**src/rtl/llr_mem_pkg.sv**
```systemverilog
// Shared definitions for the channel-LLR store controller: state encoding,
// output FIFO depth, default widths and the pass-count clamp.
package llr_mem_pkg;

  typedef enum logic [1:0] {
    ST_IDLE = 2'd0,
    ST_LOAD = 2'd1,
    ST_READ = 2'd2
  } llr_state_e;

  localparam int FIFO_DEPTH         = 2;
  localparam int DEF_DATA_WIDTH     = 8;
  localparam int DEF_A_WIDTH        = 8;
  localparam int DEF_BLOCK_LEN      = 256;
  localparam int PASS_WIDTH         = 4;

  // A request for zero passes still reads the codeword once.
  function automatic logic [PASS_WIDTH-1:0] clamp_passes(input logic [PASS_WIDTH-1:0] n);
    return (n == 4'd0) ? 4'd1 : n;
  endfunction

endpackage

```
**src/rtl/llr_out_fifo.sv**
```systemverilog
// Two-entry synchronous FIFO holding {last, data} words between the RAM read
// port and the decoder stream. The head entry is presented directly so the
// output only changes on a pop or on a push into an empty FIFO.
module llr_out_fifo
  import llr_mem_pkg::*;
#(
  parameter int WIDTH = DEF_DATA_WIDTH + 1
) (
  input  logic             clk,
  input  logic             rst,
  input  logic             push,
  input  logic [WIDTH-1:0] push_data,
  input  logic             pop,
  output logic [WIDTH-1:0] head,
  output logic             full,
  output logic             empty,
  output logic [1:0]       count
);

  logic [WIDTH-1:0] mem_r [FIFO_DEPTH];
  logic             wr_ptr_r;
  logic             rd_ptr_r;
  logic [1:0]       count_r;

  // Storage, pointers and occupancy; a simultaneous push and pop keeps the count.
  always_ff @(posedge clk) begin
    if (rst) begin
      for (int i = 0; i < FIFO_DEPTH; i++) begin
        mem_r[i] <= '0;
      end
      wr_ptr_r <= 1'b0;
      rd_ptr_r <= 1'b0;
      count_r  <= 2'd0;
    end else begin
      if (push) begin
        mem_r[wr_ptr_r] <= push_data;
        wr_ptr_r        <= ~wr_ptr_r;
      end
      if (pop) begin
        rd_ptr_r <= ~rd_ptr_r;
      end
      case ({push, pop})
        2'b10:   count_r <= count_r + 2'd1;
        2'b01:   count_r <= count_r - 2'd1;
        default: count_r <= count_r;
      endcase
    end
  end

  assign head  = mem_r[rd_ptr_r];
  assign full  = (count_r == 2'd2);
  assign empty = (count_r == 2'd0);
  assign count = count_r;

endmodule

```
**src/rtl/llr_mem_ctrl.sv**
```systemverilog
// Channel-LLR store controller: writes one codeword into a single-port
// synchronous-read RAM, then streams it back one or more times to the
// decoder over valid/ready, with out_last on the final word of each pass.
module llr_mem_ctrl
  import llr_mem_pkg::*;
#(
  parameter int DATA_WIDTH = DEF_DATA_WIDTH,
  parameter int A_WIDTH    = DEF_A_WIDTH,
  parameter int BLOCK_LEN  = DEF_BLOCK_LEN
) (
  input  logic                  clk,
  input  logic                  rst,
  input  logic                  start,
  input  logic [3:0]            num_passes,
  input  logic [DATA_WIDTH-1:0] in_data,
  input  logic                  in_valid,
  output logic                  in_ready,
  output logic [DATA_WIDTH-1:0] out_data,
  output logic                  out_valid,
  input  logic                  out_ready,
  output logic                  out_last,
  output logic                  busy,
  output logic                  done,
  output logic                  ram_cs,
  output logic                  ram_we,
  output logic [A_WIDTH-1:0]    ram_addr,
  output logic [DATA_WIDTH-1:0] ram_din,
  input  logic [DATA_WIDTH-1:0] ram_dout
);

  localparam logic [A_WIDTH:0] LAST_IDX = (A_WIDTH+1)'(BLOCK_LEN - 1);
  localparam logic [A_WIDTH:0] CNT_ONE  = (A_WIDTH+1)'(1);

  llr_state_e        state_r, state_s;
  logic [A_WIDTH:0]  wr_cnt_r, rd_cnt_r;
  logic [3:0]        pass_cnt_r, passes_r;
  logic              inflight_r, inflight_last_r;
  logic              in_ready_r, busy_r, done_r;

  logic              wr_fire_s, rd_issue_s, issue_ok_s, pop_s, done_s;
  logic [2:0]        occ_s, credit_s;
  logic              fifo_full_s, fifo_empty_s;
  logic [1:0]        fifo_count_s;
  logic [DATA_WIDTH:0] fifo_head_s;

  assign wr_fire_s = (state_r == ST_LOAD) && in_valid && in_ready_r;
  assign pop_s     = !fifo_empty_s && out_ready;

  // A word leaving the FIFO this cycle frees a slot, so it is credited back;
  // this keeps a 1 word/cycle stream without ever overfilling the FIFO.
  assign occ_s      = {1'b0, fifo_count_s} + {2'b00, inflight_r};
  assign credit_s   = occ_s - {2'b00, pop_s};
  assign issue_ok_s = (credit_s < 3'd2) && !(fifo_full_s && !pop_s);
  assign rd_issue_s = (state_r == ST_READ) && (pass_cnt_r != passes_r) && issue_ok_s;

  // The final word of the final pass is the only last-tagged word left once
  // every read has been issued and nothing is in flight behind it.
  assign done_s = pop_s && fifo_head_s[DATA_WIDTH] && (pass_cnt_r == passes_r) &&
                  !inflight_r && (fifo_count_s == 2'd1);

  // Next-state selection; READ lingers for the done cycle so a coincident start is dropped.
  always_comb begin
    state_s = state_r;
    case (state_r)
      ST_IDLE: begin
        if (start) state_s = ST_LOAD;
        else       state_s = ST_IDLE;
      end
      ST_LOAD: begin
        if (wr_fire_s && (wr_cnt_r == LAST_IDX)) state_s = ST_READ;
        else                                     state_s = ST_LOAD;
      end
      ST_READ: begin
        if (done_r) state_s = ST_IDLE;
        else        state_s = ST_READ;
      end
      default: state_s = ST_IDLE;
    endcase
  end

  // RAM port: a write on each accepted input word, otherwise a paced read.
  always_comb begin
    ram_cs   = 1'b0;
    ram_we   = 1'b0;
    ram_addr = '0;
    ram_din  = '0;
    if (wr_fire_s) begin
      ram_cs   = 1'b1;
      ram_we   = 1'b1;
      ram_addr = wr_cnt_r[A_WIDTH-1:0];
      ram_din  = in_data;
    end else if (rd_issue_s) begin
      ram_cs   = 1'b1;
      ram_addr = rd_cnt_r[A_WIDTH-1:0];
    end else begin
      ram_cs   = 1'b0;
    end
  end

  // State, counters, read-pipeline tag and registered status outputs.
  always_ff @(posedge clk) begin
    if (rst) begin
      state_r         <= ST_IDLE;
      wr_cnt_r        <= '0;
      rd_cnt_r        <= '0;
      pass_cnt_r      <= 4'd0;
      passes_r        <= 4'd0;
      inflight_r      <= 1'b0;
      inflight_last_r <= 1'b0;
      in_ready_r      <= 1'b0;
      busy_r          <= 1'b0;
      done_r          <= 1'b0;
    end else begin
      state_r         <= state_s;
      in_ready_r      <= (state_s == ST_LOAD);
      busy_r          <= (state_s != ST_IDLE);
      done_r          <= done_s;
      inflight_r      <= rd_issue_s;
      inflight_last_r <= rd_issue_s && (rd_cnt_r == LAST_IDX);
      if ((state_r == ST_IDLE) && start) begin
        passes_r   <= clamp_passes(num_passes);
        wr_cnt_r   <= '0;
        rd_cnt_r   <= '0;
        pass_cnt_r <= 4'd0;
      end else begin
        if (wr_fire_s) begin
          wr_cnt_r <= wr_cnt_r + CNT_ONE;
        end
        if (rd_issue_s) begin
          if (rd_cnt_r == LAST_IDX) begin
            rd_cnt_r   <= '0;
            pass_cnt_r <= pass_cnt_r + 4'd1;
          end else begin
            rd_cnt_r <= rd_cnt_r + CNT_ONE;
          end
        end
      end
    end
  end

  llr_out_fifo #(.WIDTH(DATA_WIDTH + 1)) u_fifo (
    .clk       (clk),
    .rst       (rst),
    .push      (inflight_r),
    .push_data ({inflight_last_r, ram_dout}),
    .pop       (pop_s),
    .head      (fifo_head_s),
    .full      (fifo_full_s),
    .empty     (fifo_empty_s),
    .count     (fifo_count_s)
  );

  assign in_ready  = in_ready_r;
  assign busy      = busy_r;
  assign done      = done_r;
  assign out_valid = !fifo_empty_s;
  assign out_data  = fifo_head_s[DATA_WIDTH-1:0];
  assign out_last  = fifo_head_s[DATA_WIDTH];

endmodule

```
**config.mk**
```make
export PLATFORM = sky130hd
export DESIGN_NAME = llr_mem_ctrl
export DESIGN_NICKNAME = d
export VERILOG_FILES = /design/src/rtl/llr_mem_pkg.sv /design/src/rtl/llr_out_fifo.sv /design/src/rtl/llr_mem_ctrl.sv
export SDC_FILE = /design/constraint.sdc
export NUM_CORES = 1
export LEC_CHECK = 0
export BUFFER_PORTS_ARGS = -buffer_cell sky130_fd_sc_hd__buf_2
export CORE_ASPECT_RATIO = 2
export CORE_MARGIN = 2
export CORE_UTILIZATION = 42
export DETAILED_ROUTE_END_ITERATION = 10
export PLACE_DENSITY = 0.66
export SLEW_MARGIN = 20
export SYNTH_ARGS = -nofsm -noshare
export SYNTH_HDL_FRONTEND = slang
export SYNTH_SLANG_ARGS = --single-unit
export TNS_END_PERCENT = 1
```
**constraint.sdc**
```tcl
create_clock -name clk -period 3.6 [get_ports clk]
set_clock_uncertainty 0.2 [all_clocks]
set_input_delay 0.18 -clock clk [delete_from_list [all_inputs] [get_ports clk]]
set_output_delay 0.18 -clock clk [all_outputs]
set_load 0.05 [all_outputs]
```
Word-level counts from Yosys, hierarchy flattened
Memories as Yosys holds them, arrays and structs flattened. A register that Yosys moved wholly into a read port is not among the register bits.
Index checks and enable logic that the tools add are counted.
{ "classes": {"n_mux": 23, "n_addsub": 7, "shift": 0, "magnitude_cmp": 1, "eq_ne": 11, "mul": 0, "bitwise": 2, "div": 0, "n_reduce_logical": 26} }
{ "ops": {"columns": ["cell", "n"], "rows": [
  ["$mux W8", 3],
  ["$add A9 B1 Y9 const B", 2],
  ["$eq A9 B8 Y1 const B", 2],
  ["$mux W9", 2],
  ["$logic_and A1 B1 Y1", 14],
  ["$mux W1", 13],
  ["$reduce_or A9 Y1", 1],
  ["$eq A2 B1 Y1 const B", 4],
  ["$eq A2 B2 Y1 const B", 3],
  ["$pmux W2 S3", 1],
  ["$add A4 B1 Y4 const B", 1],
  ["$eq A4 B4 Y1", 1],
  ["$logic_not A1 Y1", 4],
  ["$logic_not A2 Y1", 2],
  ["$logic_not A4 Y1", 1],
  ["$mux W2", 2],
  ["$mux W4", 1],
  ["$ne A4 B4 Y1", 1],
  ["$pmux W2 S2", 1],
  ["$reduce_bool A2 Y1", 2],
  ["$add A2 B1 Y3", 1],
  ["$lt A3 B2 Y1 const B", 1],
  ["$sub A3 B1 Y3", 1],
  ["$add A2 B1 Y2 const B", 1],
  ["other kinds (4)", 5]
]} }
{ "word_totals": {"romBits": 0, "reg_bits": 37, "memories": 1, "ramBits": 18, "latch_bits": 0, "inputBits": 25, "output_inout_bits": 31} }
{ "mem_list": {"columns": ["name", "words", "width", "rd", "rd_ports_with_merged_regs", "wr", "line", "rtl"], "rows": [
  ["u_fifo.mem_r", 2, 9, 1, 1, 2, "llr_out_fifo.sv:20", "logic [WIDTH-1:0] mem_r [FIFO_DEPTH];"]
]} }

Depth between registers and ports, before layout
Gate-level depths: netlist of the first run.
{ "logic_depth": {"ltp_word": 10, "mapped_depth": 14, "ltp_nobuf": 11} }

By module
From an unflattened synthesis of the first run, not the netlist that was laid out.
{ "hier_totals": {"cells_unflattened": 283, "area_unflattened_um2": 2796.4} }
{ "modules_own_cells": {"columns": ["module", "n_inst", "cells_per_inst", "seq_area_each_um2", "area_each_um2"], "rows": [
  ["llr_mem_ctrl", 1, 202, 660.6, 1804.2],
  ["llr_out_fifo", 1, 81, 640.6, 992.2]
]} }

Least setup slack after synthesis of the first run
OpenSTA, ideal clock, no wires.
{ "synth_path": {"kind": "reg-to-output", "startpoint": "register u_fifo.count_r[1], in the netlist u_fifo.count[1]", "endpoint": "output port ram_addr[0]", "path_stages_with_launch": 14, "arrival_time_ps": 3121, "path_slack_ps": 99, "cell_sequence": "dfxtp_1 > inv_1 > ha_1 > nand2b_1 > buf_2 > xnor2_1 > nand2_1 > fa_1 > xor2_1 > a2111oi_2 > and2_1 > buf_2 > buf_2 > a22o_1"} }
{ "synth_between": {"elab_chain_cells": 10, "word_cells_on_any_way": 14, "classes_between": "2 x add/sub; 1 x order compare; 1 x eq/ne; 2 x mux; 8 x reduce/logical"} }
{ "synth_lines": {"columns": ["item", "line", "rtl"], "rows": [
  ["start, declared", "llr_out_fifo.sv:23", "logic [1:0] count_r;"],
  ["start signal, assigned", "llr_out_fifo.sv:43", "2'b10: count_r <= count_r + 2'd1;"],
  ["start signal, assigned", "llr_out_fifo.sv:44", "2'b01: count_r <= count_r - 2'd1;"],
  ["start signal, assigned", "llr_out_fifo.sv:45", "default: count_r <= count_r;"],
  ["branches (longest 6 deep; another with $add A2 B1 Y3)", null, null],
  ["$logic_and A1 B1 Y1 *", "llr_mem_ctrl.sv:53", "assign issue_ok_s = (credit_s < 3'd2) && !(fifo_full_s && !pop_s);"],
  ["$logic_and A1 B1 Y1 *", "llr_mem_ctrl.sv:54", "assign rd_issue_s = (state_r == ST_READ) && (pass_cnt_r != passes_r) && issue_ok_s;"],
  ["$mux W8 *", "llr_mem_ctrl.sv:92", "end else if (rd_issue_s) begin"],
  ["$mux W8 *", "llr_mem_ctrl.sv:87", "if (wr_fire_s) begin"],
  ["end, declared", "llr_mem_ctrl.sv:26", "output logic [A_WIDTH-1:0] ram_addr,"]
]} }
Every way passes the cells marked *.

Worst setup path in the final report of the first run
{ "layout_path": {"startpoint": "register u_fifo.count_r[0], in the netlist u_fifo.count[0]", "endpoint": "output port ram_cs"} }
{ "layout_between": {"elab_chain_cells": 10, "word_cells_on_any_way": 14, "classes_between": "2 x add/sub; 1 x order compare; 1 x eq/ne; 2 x mux; 8 x reduce/logical"} }
{ "layout_lines": {"columns": ["item", "line", "rtl"], "rows": [
  ["branches (longest 6 deep; another with $add A2 B1 Y3)", null, null],
  ["$logic_and A1 B1 Y1 *", "llr_mem_ctrl.sv:53", null],
  ["$logic_and A1 B1 Y1 *", "llr_mem_ctrl.sv:54", null],
  ["$mux W1 *", "llr_mem_ctrl.sv:92", null],
  ["$mux W1 *", "llr_mem_ctrl.sv:87", null],
  ["end, declared", "llr_mem_ctrl.sv:24", "output logic ram_cs,"]
]} }
Marked as above.

==> summary.txt, run 1 <==
run status: finished, final reports clean
area post-placement: 3044 sq um
number of clock sinks: 56
CTS root buf: clkbuf_16
flops & latches, synth: 56
distinct cell type count after synthesis: 47
Slew headroom: 41.62%
antenna violations before repair: 0
slowest cell delay on critical path: 480 ps
cells along the critical path: inv_1 > ha_1 > nand2b_1 > xnor2_2 > nand2_1 > fa_1 > nand2_1 > a2111oi_4 > buf_4 > nand2_2 > nand2b_1 > buf_2
vertical extent of the die: 116.7 um
cell area power density: 399.1 nW/um^2
crit path kind: register to output port
part of the cycle the worst path needs: 94.18%
main combinational cell family by area after synthesis: simple AND/OR/NAND/NOR gates
global route total overflow: 0
count of nets left with antenna violations after detail routing: 0
clock transition time at the flip-flop clock pins of the worst setup and hold paths: 70 ps
ports placed on the boundary: 56
worst slack, placed: 127.4 ps
final routed wire length divided by cell count: 13.12 um
total inserted antenna cells: 0
total via count after detailed routing: 2140
cell area after layout: 3396 sq um
I/O Buffers: 55
number of remaining DRC errors: 0
actual slew at the worst max-slew pin: 873.8 ps
largest voltage drop on the vdd net: 306.2 uV
core region area: 6207 sq um
setup repair after global routing missed its margin: false
largest cells by area after synthesis: dfxtp_1 29%, edfxtp_1 20%, and2_1 6.3%
Syn-to-layout area delta: 27.24%
total iterations of the first detailed-routing run: 4
vias in the first global route: 2039
final count of pins violating max slew: 0
path category of the worst min-delay check: primary input to register
Setup violations, final: 0
top cells by instance count after synthesis: 38 x dfxtp_1, 27 x and2_1, 25 x nor2_1
area share of the largest cell type after synthesis: 28.50%
number of placement rows: 41
insertion delay of the later-clocked pin in the worst-skew pair: 300 ps
number of instances in the placed design: 398
TritonCTS clock tree: yes
most repeated cell in the gate-level netlist after synthesis: dfxtp_1
layout cells sized above 1: 28.70%
Worst Path Max Fanout: 5
synthesized area per cell: 10.11 sq um
post-layout power: 1.355 mW
Initial Util: 43.00%
FILL cells: 551
DR iter-0 viols: 48
gate count of the mapped netlist: 264
xor/xnor cell area share of the yosys netlist: 5.251%
gr busiest metal: met2
multiplexer share of the synthesized area: 5.673%
cell leakage power: 1.391 nW
global-route wire length before repair: 8866 um
Critical Path Start Type: register
GR met1 Demand/Resource: 18.52%
pin count of the biggest net entering global routing: 23
total CTS buffers: 5
Final Wtd Congestion: 0.7928
count of maximum capacitance violations: 0
detail-routed via count per cell: 5.047
synthesized-area fraction occupied by ao, oa, aoi and oai cells: 11.06%
post-synthesis sequential area ratio: 48.76%
critical path's slowest cell: fa_1
data required time at the worst endpoint: 3220 ps
Worst Path Arrival: 3010 ps
critical path endpoint category: output port
clock period minus final worst setup slack: 3390 ps
Nets: 370
number of flops mapped to enable cells by yosys: 18
final instance count without filler cells: 424
warnings from Yosys: 0
met2 Resource Use GR: 30.22%
crit path setup slack, layout: 209.5 ps
Hold Fails Final Rpt: 0
overall routing resource usage: 16.74%
Die Wd: 60.37 um
summed instance area of the synthesized netlist: 2669 sq um
clock tree buffer depth: 2
synthesized-area fraction occupied by and/or/nand/nor cells: 22.41%
depth of the CTS H-tree: 2
die area: 7046 sq um
Highest Clock Rate: 294.9 MHz
syn_nets: 297
sum of routed wire length over all layers: 5561 um
HPWL reported at the end of detailed placement: 3917 um
share of synthesized flip-flops with an asynchronous set or reset: 0%
commonest register cell after synthesis: dfxtp_1
library cell with the largest summed area after synthesis: dfxtp_1
total negative slack: 0 ps
Post-Synth Adder-Cell Area: 4.032%
GR met3 Demand/Resource: 3.101%
metal layers:
layer,part of all wire (%),vias up,wire [um]
li1,-,1076,-
met1,41,1012,2295
met2,52,44,2914
met3,4.6,8,254
met4,1.7,0,97
met5,0,-,0
registers in the layout, summed over array words and instances, names as in the netlist, named ones only:
name,cells
busy,1
done,1
in_ready,1
inflight_last_r,1
inflight_r,1
pass_cnt_r,4
passes_r,4
rd_cnt_r,9
state_r,2
u_fifo.count,2
u_fifo.mem_r,18
u_fifo.rd_ptr_r,1
u_fifo.wr_ptr_r,1
wr_cnt_r,9
worst paths after layout:
kind | startpoint | endpoint | slack (ps) | cells past startpoint
worst min-delay path | rst | inflight_r | 70 | 2
worst min register to register | rd_cnt_r[1] | rd_cnt_r[1] | 290 | 2
worst max register to register | u_fifo.count[0] | pass_cnt_r[0] | 230 | 13
worst max-delay path | u_fifo.count[0] | ram_cs | 210 | 12
where the power goes:
part | switching, mW | internal (mW)
clock | 0.212 | 0.258
combinational | 0.125 | 0.0735
sequential | 0.0175 | 0.670
critical path: cells and delay by family (launching register included):
family	cells	cell delay (ps)
adder cells (fa/ha/maj)	2	690
AND/OR/NAND/NOR	5	540
buffers and inverters	3	510
AO/OA/AOI/OAI	1	390
flip-flops	1	380
XOR/XNOR	1	200
layout make-up:
type                       instances  area [sq um]  area share, %
multi-input combinational        190          1326          39.06
sequential                        56          1304          38.39
timing repair buffer              78         498.0          14.66
clock buffer                       7         132.6          3.906
tap                               86         107.6          3.169
inverter                           6         22.52         0.6632
clock inverter                     1         5.005         0.1474
metrics by stage:
step                utilization [%]  hold WS [ps]
floorplan                         -         123.0
detailed placement            49.04         228.7
finish                        54.71         72.31
global placement              49.04         218.2
global route                  54.71         97.56
CTS                           53.56         73.40
what timing repair did:
action | in CTS | in global routing
cloned | 0 | 1
gates resized for setup | 6 | 10
buffers inserted | 0 | 5
setup endpoints to repair | 9 | 9
hold buffers | 12 | 0
endpoints found under the hold margin | 20 | 0
pin swaps | 0 | 3
placed cells by master (no fill, tap or decap), types with 6 or more instances in the layout:
cell and n:
a21oi_1 9, edfxtp_1 18, dfxtp_1 36, buf_4 13
a22o_1 8, clkbuf_4 6, buf_2 47, mux2_2 9
ha_1 7, xnor2_1 7, nand2_1 19, dlygate4sd3_1 12
or3_1 7, nor2_1 25, o21ai_0 8, xor2_1 8
and2_1 26, inv_1 6
cell families after synthesis:
kind of cell / count (synthesis)
simple gates: 109
flops: 56
compound gates: 42
buf+inv: 19
xor+xnor: 16
mux: 14
fa+ha+maj: 8
No activity file was read; power rests on OpenSTA's default activity.
==> run 2, diff against run 1 <==
--- a/config.mk
+++ b/config.mk
@@ -5,12 +5,14 @@
 export SDC_FILE = /design/constraint.sdc
 export NUM_CORES = 1
 export LEC_CHECK = 0
+export ABC_AREA = 1
 export BUFFER_PORTS_ARGS = -buffer_cell sky130_fd_sc_hd__buf_2
 export CORE_ASPECT_RATIO = 2
 export CORE_MARGIN = 2
 export CORE_UTILIZATION = 42
 export DETAILED_ROUTE_END_ITERATION = 10
-export PLACE_DENSITY = 0.66
+export MAX_ROUTING_LAYER = met4
+export PLACE_DENSITY = 0.65
 export SLEW_MARGIN = 20
 export SYNTH_ARGS = -nofsm -noshare
 export SYNTH_HDL_FRONTEND = slang
==> summary.txt, run 2 <==
final count of pins violating max slew: 0
CTS root buf: clkbuf_16
count of maximum capacitance violations: 0
overall routing resource usage: 17.91%
crit path kind: register to output port
Reg2Reg Launch Point: u_fifo.count[1]
area share of the largest cell type after synthesis: 26.55%
synthesized area per cell: 7.915 sq um
total via count after detailed routing: 2463
HPWL reported at the end of detailed placement: 4671 um
vias in the first global route: 2404
Nets: 460
flops & latches, synth: 56
Setup violations, final: 0
library cell with the largest summed area after synthesis: dfxtp_1
Final Wtd Congestion: 0.8633
highest-count cells in the layout ignoring fill and taps: 67 x nand2_1, 56 x inv_1, 54 x nor2_1
sum of routed wire length over all layers: 6165 um
number of remaining DRC errors: 0
Syn-to-layout area delta: 21.57%
clock transition time at the flip-flop clock pins of the worst setup and hold paths: 70 ps
number of instances in the placed design: 497
detail-routed via count per cell: 4.773
slowest cell delay on critical path: 480 ps
actual slew at the worst max-slew pin: 690.2 ps
worst setup path startpoint: u_fifo.count[1]
sequential standard cell area: 1304 sq um
cells along the critical path: inv_1 > ha_1 > inv_2 > nand2_2 > inv_2 > nor2_1 > nor2_1 > nor2_1 > inv_1 > fa_1 > inv_1 > nor2_1 > nand2_1 > nor2_4 > nand2_8 > inv_4 > nand2_1 > nand2_1 > buf_2
DR iter-0 viols: 91
largest voltage drop on the vdd net: 296.7 uV
post-layout utilization of the core: 52.61%
TritonCTS clock tree: yes
path category of the worst min-delay check: primary input to register
endpoint of the most critical register-to-register path: rd_cnt_r[2]
count of nets left with antenna violations after detail routing: 0
worst r2r path cells: 19
syn_nets: 395
register with the most flip-flops: u_fifo.mem_r
final instance count without filler cells: 516
Bufs and invs on worst path: 7
reg-to-reg slack, setup: 680 ps
Highest Clock Rate: 298.4 MHz
critical path endpoint category: output port
data required time at the worst endpoint: 3220 ps
Die Wd: 62.41 um
Slew headroom: 53.81%
Worst Path Arrival: 2970 ps
insertion delay of the later-clocked pin in the worst-skew pair: 290 ps
ports placed on the boundary: 56
footprint of the multi-input gates: 1301 sq um
layout cells sized above 1: 24.77%
most repeated cell in the gate-level netlist after synthesis: nand2_1
depth of the CTS H-tree: 2
cell area power density: 447.2 nW/um^2
number of flops mapped to enable cells by yosys: 18
number of flip-flops under the largest register name: 18
antenna violations before repair: 0
summed instance area of the synthesized netlist: 2865 sq um
leading cell type in the layout, fill and taps excluded: nand2_1
vertical extent of the die: 120.8 um
Worst Path Max Fanout: 12
I/O Buffers: 55
top cells by instance count after synthesis: 67 x nand2_1, 56 x inv_1, 55 x nor2_1
Hold Fails Final Rpt: 0
clock tree buffer depth: 2
share of synthesized flip-flops with an asynchronous set or reset: 0%
cell leakage power: 1.570 nW
Critical Path Start Type: register
run status: finished, final reports clean
commonest register cell after synthesis: dfxtp_1
Top Registers: u_fifo.mem_r (18), rd_cnt_r (9), wr_cnt_r (9)
warnings from Yosys: 0
gate count of the mapped netlist: 362
number of placement rows: 42
number of clock sinks: 56
number of cells on the worst hold path: 3
critical path's slowest cell: fa_1
clock period minus final worst setup slack: 3352 ps
WHS Endpoint: passes_r[1]
die area: 7539 sq um
core region area: 6621 sq um
pin count of the biggest net entering global routing: 20
FILL cells: 676
cell type with the highest occurrence count on the critical path: nor2_1
global-route wire length before repair: 10350 um
distinct cell type count after synthesis: 36
part of the cycle the worst path needs: 93.10%
largest cells by area after synthesis: dfxtp_1 27%, edfxtp_1 19%, nand2_1 8.8%
total iterations of the first detailed-routing run: 4
post-synthesis sequential area ratio: 45.41%
final routed wire length divided by cell count: 11.95 um
total CTS buffers: 5
Initial Util: 43.27%
global route total overflow: 0
Hold Startpoint: num_passes[1]
total inserted antenna cells: 0
crit-path leading delay family: simple AND/OR/NAND/NOR gates
## run 2: cell count changes after synthesis, sizes merged, moves of 14 or more
cell	previous run	this run
a21oi	9	25
and2	27	1
inv	6	63
nand2	20	74
nor2	25	61
o21ai	8	22
## run 2: what timing repair did
action	in CTS	in global routing
hold buffers	5	0
pin swaps	0	2
setup buffers	0	6
hold endpoints to repair	11	0
resized for setup	3	5
setup endpoints to repair	3	9
## run 2: worst max path at each step
stage / end / slack (ps) / depth (start not counted)
finish: ram_addr[3] / 250 / 19
global route: ram_addr[2] / -30 / 19
CTS: ram_addr[3] / 10 / 18
detailed placement: ram_addr[1] / 310 / 18
global placement: ram_addr[1] / 380 / 18
floorplan: ram_addr[4] / 30 / 16
## run 2: cell type report
cell class | instances | area share (%)
sequential | 56 | 37.43
timing repair buffer | 66 | 10.85
clock buffer | 7 | 4.131
inverter | 63 | 6.861
clock inverter | 1 | 0.2155
tap | 88 | 3.161
multi-input combinational | 235 | 37.36
## run 2: power breakdown
group          internal, mW  switching [mW]  total, mW
combinational         0.111           0.244      0.355
clock                 0.280           0.211      0.491
sequential            0.682          0.0304      0.712
## run 2: logic make-up (layout without fill, tap and decap cells)
family / after synthesis / count (layout) / synth area share [%]
multiplexers: 9 / 9 / 3.537
XOR/XNOR: 6 / 6 / 1.834
flip-flops: 56 / 56 / 45.41
buffers and inverters: 71 / 137 / 9.650
AO/OA/AOI/OAI: 52 / 52 / 9.564
adder cells (fa/ha/maj): 8 / 8 / 3.755
AND/OR/NAND/NOR: 160 / 160 / 26.24
## run 2: per-layer routing
metal / vias up / GRT usage (%) / part of all wire (%)
met5: - / - / 0
met3: 19 / 2.791 / 3.7
met2: 78 / 34.74 / 56
met1: 1092 / 15.75 / 36
li1: 1274 / - / -
met4: 0 / 10.69 / 4.2
## run 2: stage by stage
step,TNS [ps],hold WS (ps),setup WS [ps],cell area [sq um],total power [mW]
floorplan,0,169.6,30.90,2872,0.9868
global placement,0,254.5,379.6,3217,1.057
detailed placement,0,267.0,309.3,3217,1.065
CTS,0,0.8072,12.95,3426,1.565
global route,-53.53,17.06,-29.01,3483,1.632
finish,0,4.170,248.3,3483,1.558
## run 2: worst reg2reg max path, cell delays in order (launching register included)
cell,delay (ps)
dfxtp_2,350
inv_1,100
ha_1,160
inv_2,40
nand2_2,110
inv_2,70
nor2_1,110
nor2_1,70
nor2_1,80
inv_1,60
fa_1,480
inv_1,40
nor2_1,90
nand2_1,90
nor2_4,230
nand2_8,120
buf_4,160
nand2_1,40
o21ai_0,70
and2_1,140
==> run 3, diff against run 2 <==
--- a/config.mk
+++ b/config.mk
@@ -7,12 +7,15 @@
 export LEC_CHECK = 0
 export ABC_AREA = 1
 export BUFFER_PORTS_ARGS = -buffer_cell sky130_fd_sc_hd__buf_2
+export CELL_PAD_IN_SITES_DETAIL_PLACEMENT = 1
+export CELL_PAD_IN_SITES_GLOBAL_PLACEMENT = 2
 export CORE_ASPECT_RATIO = 2
 export CORE_MARGIN = 2
-export CORE_UTILIZATION = 42
+export CORE_UTILIZATION = 32
+export CTS_CLUSTER_DIAMETER = 150
 export DETAILED_ROUTE_END_ITERATION = 10
 export MAX_ROUTING_LAYER = met4
-export PLACE_DENSITY = 0.65
+export PLACE_DENSITY = 0.82
 export SLEW_MARGIN = 20
 export SYNTH_ARGS = -nofsm -noshare
 export SYNTH_HDL_FRONTEND = slang
==> summary.txt, run 3 (same netlist as run 2, synthesis figures left out) <==
number of instances in the placed design: 509
final instance count without filler cells: 522
Worst Path Arrival: 2930 ps
overall routing resource usage: 16.93%
share of total power in sequential cells: 43.6%
insertion delay of the later-clocked pin in the worst-skew pair: 300 ps
Initial Util: 33.13%
Highest Clock Rate: 302.4 MHz
critical path endpoint category: output port
Setup violations, final: 0
post-layout power: 1.635 mW
HPWL reported at the end of detailed placement: 5963 um
Nets: 454
Slew headroom: 47.93%
part of the cycle the worst path needs: 91.85%
highest-count cells in the layout ignoring fill and taps: 67 x nand2_1, 56 x inv_1, 54 x nor2_1
switching power summed over all nets: 513.3 uW
global route total overflow: 0
cell internal power dissipation: 1.122 mW
vertical extent of the die: 137.8 um
Top Registers: u_fifo.mem_r (18), rd_cnt_r (9), wr_cnt_r (9)
total iterations of the first detailed-routing run: 4
depth of the CTS H-tree: 2
largest voltage drop on the vdd net: 197.4 uV
cell area power density: 471.4 nW/um^2
worst slack on hold paths: -3.238 ps
TritonCTS clock tree: yes
total inserted antenna cells: 0
failing checks: hold timing
clock tree buffer depth: 2
I/O Buffers: 55
antenna violations before repair: 0
global-route wire length before repair: 12610 um
total via count after detailed routing: 2498
number of placement rows: 48
Critical Path Start Type: register
proportion of power drawn by combinational gates: 21.6%
number of flip-flops under the largest register name: 18
layout cells sized above 1: 24.64%
vias in the first global route: 2704
cell leakage power: 1.551 nW
setup repair after global routing missed its margin: false
number of clock sinks: 56
path category of the worst min-delay check: primary input to register
final count of pins violating max slew: 0
count of nets left with antenna violations after detail routing: 0
actual slew at the worst max-slew pin: 778.2 ps
run status: finished, violations left
data required time at the worst endpoint: 3220 ps
total negative slack: 0 ps
CTS root buf: clkbuf_16
Worst Path Max Fanout: 11
Sw Ratio: 31.40%
register with the most flip-flops: u_fifo.mem_r
sum of routed wire length over all layers: 7519 um
die area: 9773 sq um
Final Wtd Congestion: 0.7572
Die Wd: 70.91 um
count of maximum capacitance violations: 0
DR iter-0 viols: 89
clock transition time at the flip-flop clock pins of the worst setup and hold paths: 70 ps
final routed wire length divided by cell count: 14.40 um
core region area: 8648 sq um
clock network power share: 34.8%
ports placed on the boundary: 56
FILL cells: 1091
clock period minus final worst setup slack: 3307 ps
detail-routed via count per cell: 4.785
Syn-to-layout area delta: 21.05%
total CTS buffers: 5
pin count of the biggest net entering global routing: 20
crit path kind: register to output port
Hold Fails Final Rpt: 2
number of remaining DRC errors: 0
leading cell type in the layout, fill and taps excluded: nand2_1
[run 3: cell count changes in the layout (fill, tap and decap cells not counted), sizes merged]
cell | previous run | this run
buf | 61 | 59
dlygate4sd3 | 5 | 1
inv | 63 | 64
bufinv | 0 | 1
clkbuf | 7 | 5
[run 3: timing repair]
action / in CTS / in global routing
resized for setup: 6 / 4
hold endpoints to repair: 1 / 0
buffers inserted: 0 / 4
pin swaps: 0 / 2
endpoints found under the setup margin: 6 / 9
gates cloned: 0 / 0
hold buffers: 1 / 0
[run 3: path summary, 6_finish.rpt]
kind	start	endpoint	slack, ps	cells after the start
worst max-delay path	u_fifo.count[1]	ram_addr[1]	290	19
worst min-delay path	rst	u_fifo.count[1]	-3	2
worst max register to register	u_fifo.count[1]	rd_cnt_r[4]	730	18
worst min register to register	passes_r[2]	passes_r[2]	280	2
[run 3: area by class of cell]
class | instances | area [sq um] | share of cell area, %
clock inverters | 3 | 46.29 | 1.335
repair buffers | 60 | 325.3 | 9.379
multi-input cells | 235 | 1301 | 37.52
clock buffers | 5 | 125.1 | 3.607
well taps | 100 | 125.1 | 3.607
flip-flops and latches | 56 | 1304 | 37.59
inverters | 63 | 241.5 | 6.962
[run 3: per-stage QoR]
step	instance area [sq um]	utilization (%)	setup WS, ps
detailed placement	3232	37.37	176.7
finish	3468	40.10	293.3
CTS	3427	39.63	58.71
global placement	3232	37.37	323.2
floorplan	2872	-	30.90
global route	3468	40.10	27.28
[run 3: critical path: stages (launching register included)]
cell and delay [ps]:
dfxtp_2 360, inv_1 100, ha_1 170, inv_2 40, nand2_2 120, inv_2 70
nor2_1 110, nor2_1 60, nor2_1 80, inv_1 70, fa_1 480, inv_1 40
nor2_1 90, nand2_1 90, nor2_4 180, nand2_8 110, inv_6 90, nand2_1 60
o21ai_0 80, buf_4 220
[run 3: per-layer routing]
| metal | share of wire, % | GRT usage, % | up-vias |
|---|---|---|---|
| li1 | - | - | 1256 |
| met1 | 34 | 14.98 | 1192 |
| met2 | 61 | 35.41 | 42 |
| met3 | 2.8 | 2.560 | 8 |
| met4 | 1.5 | 4.717 | 0 |
| met5 | 0 | - | - |
[run 3: power groups by stage]
stage / Sequential, mW / Clock, mW / Combinational, mW
2_1_floorplan: 0.715 / 0 / 0.272
3_3_place_gp: 0.723 / 0 / 0.343
3_5_place_dp: 0.726 / 0 / 0.352
4_1_cts: 0.712 / 0.585 / 0.358
5_1_grt: 0.717 / 0.605 / 0.390
6_report: 0.713 / 0.569 / 0.354
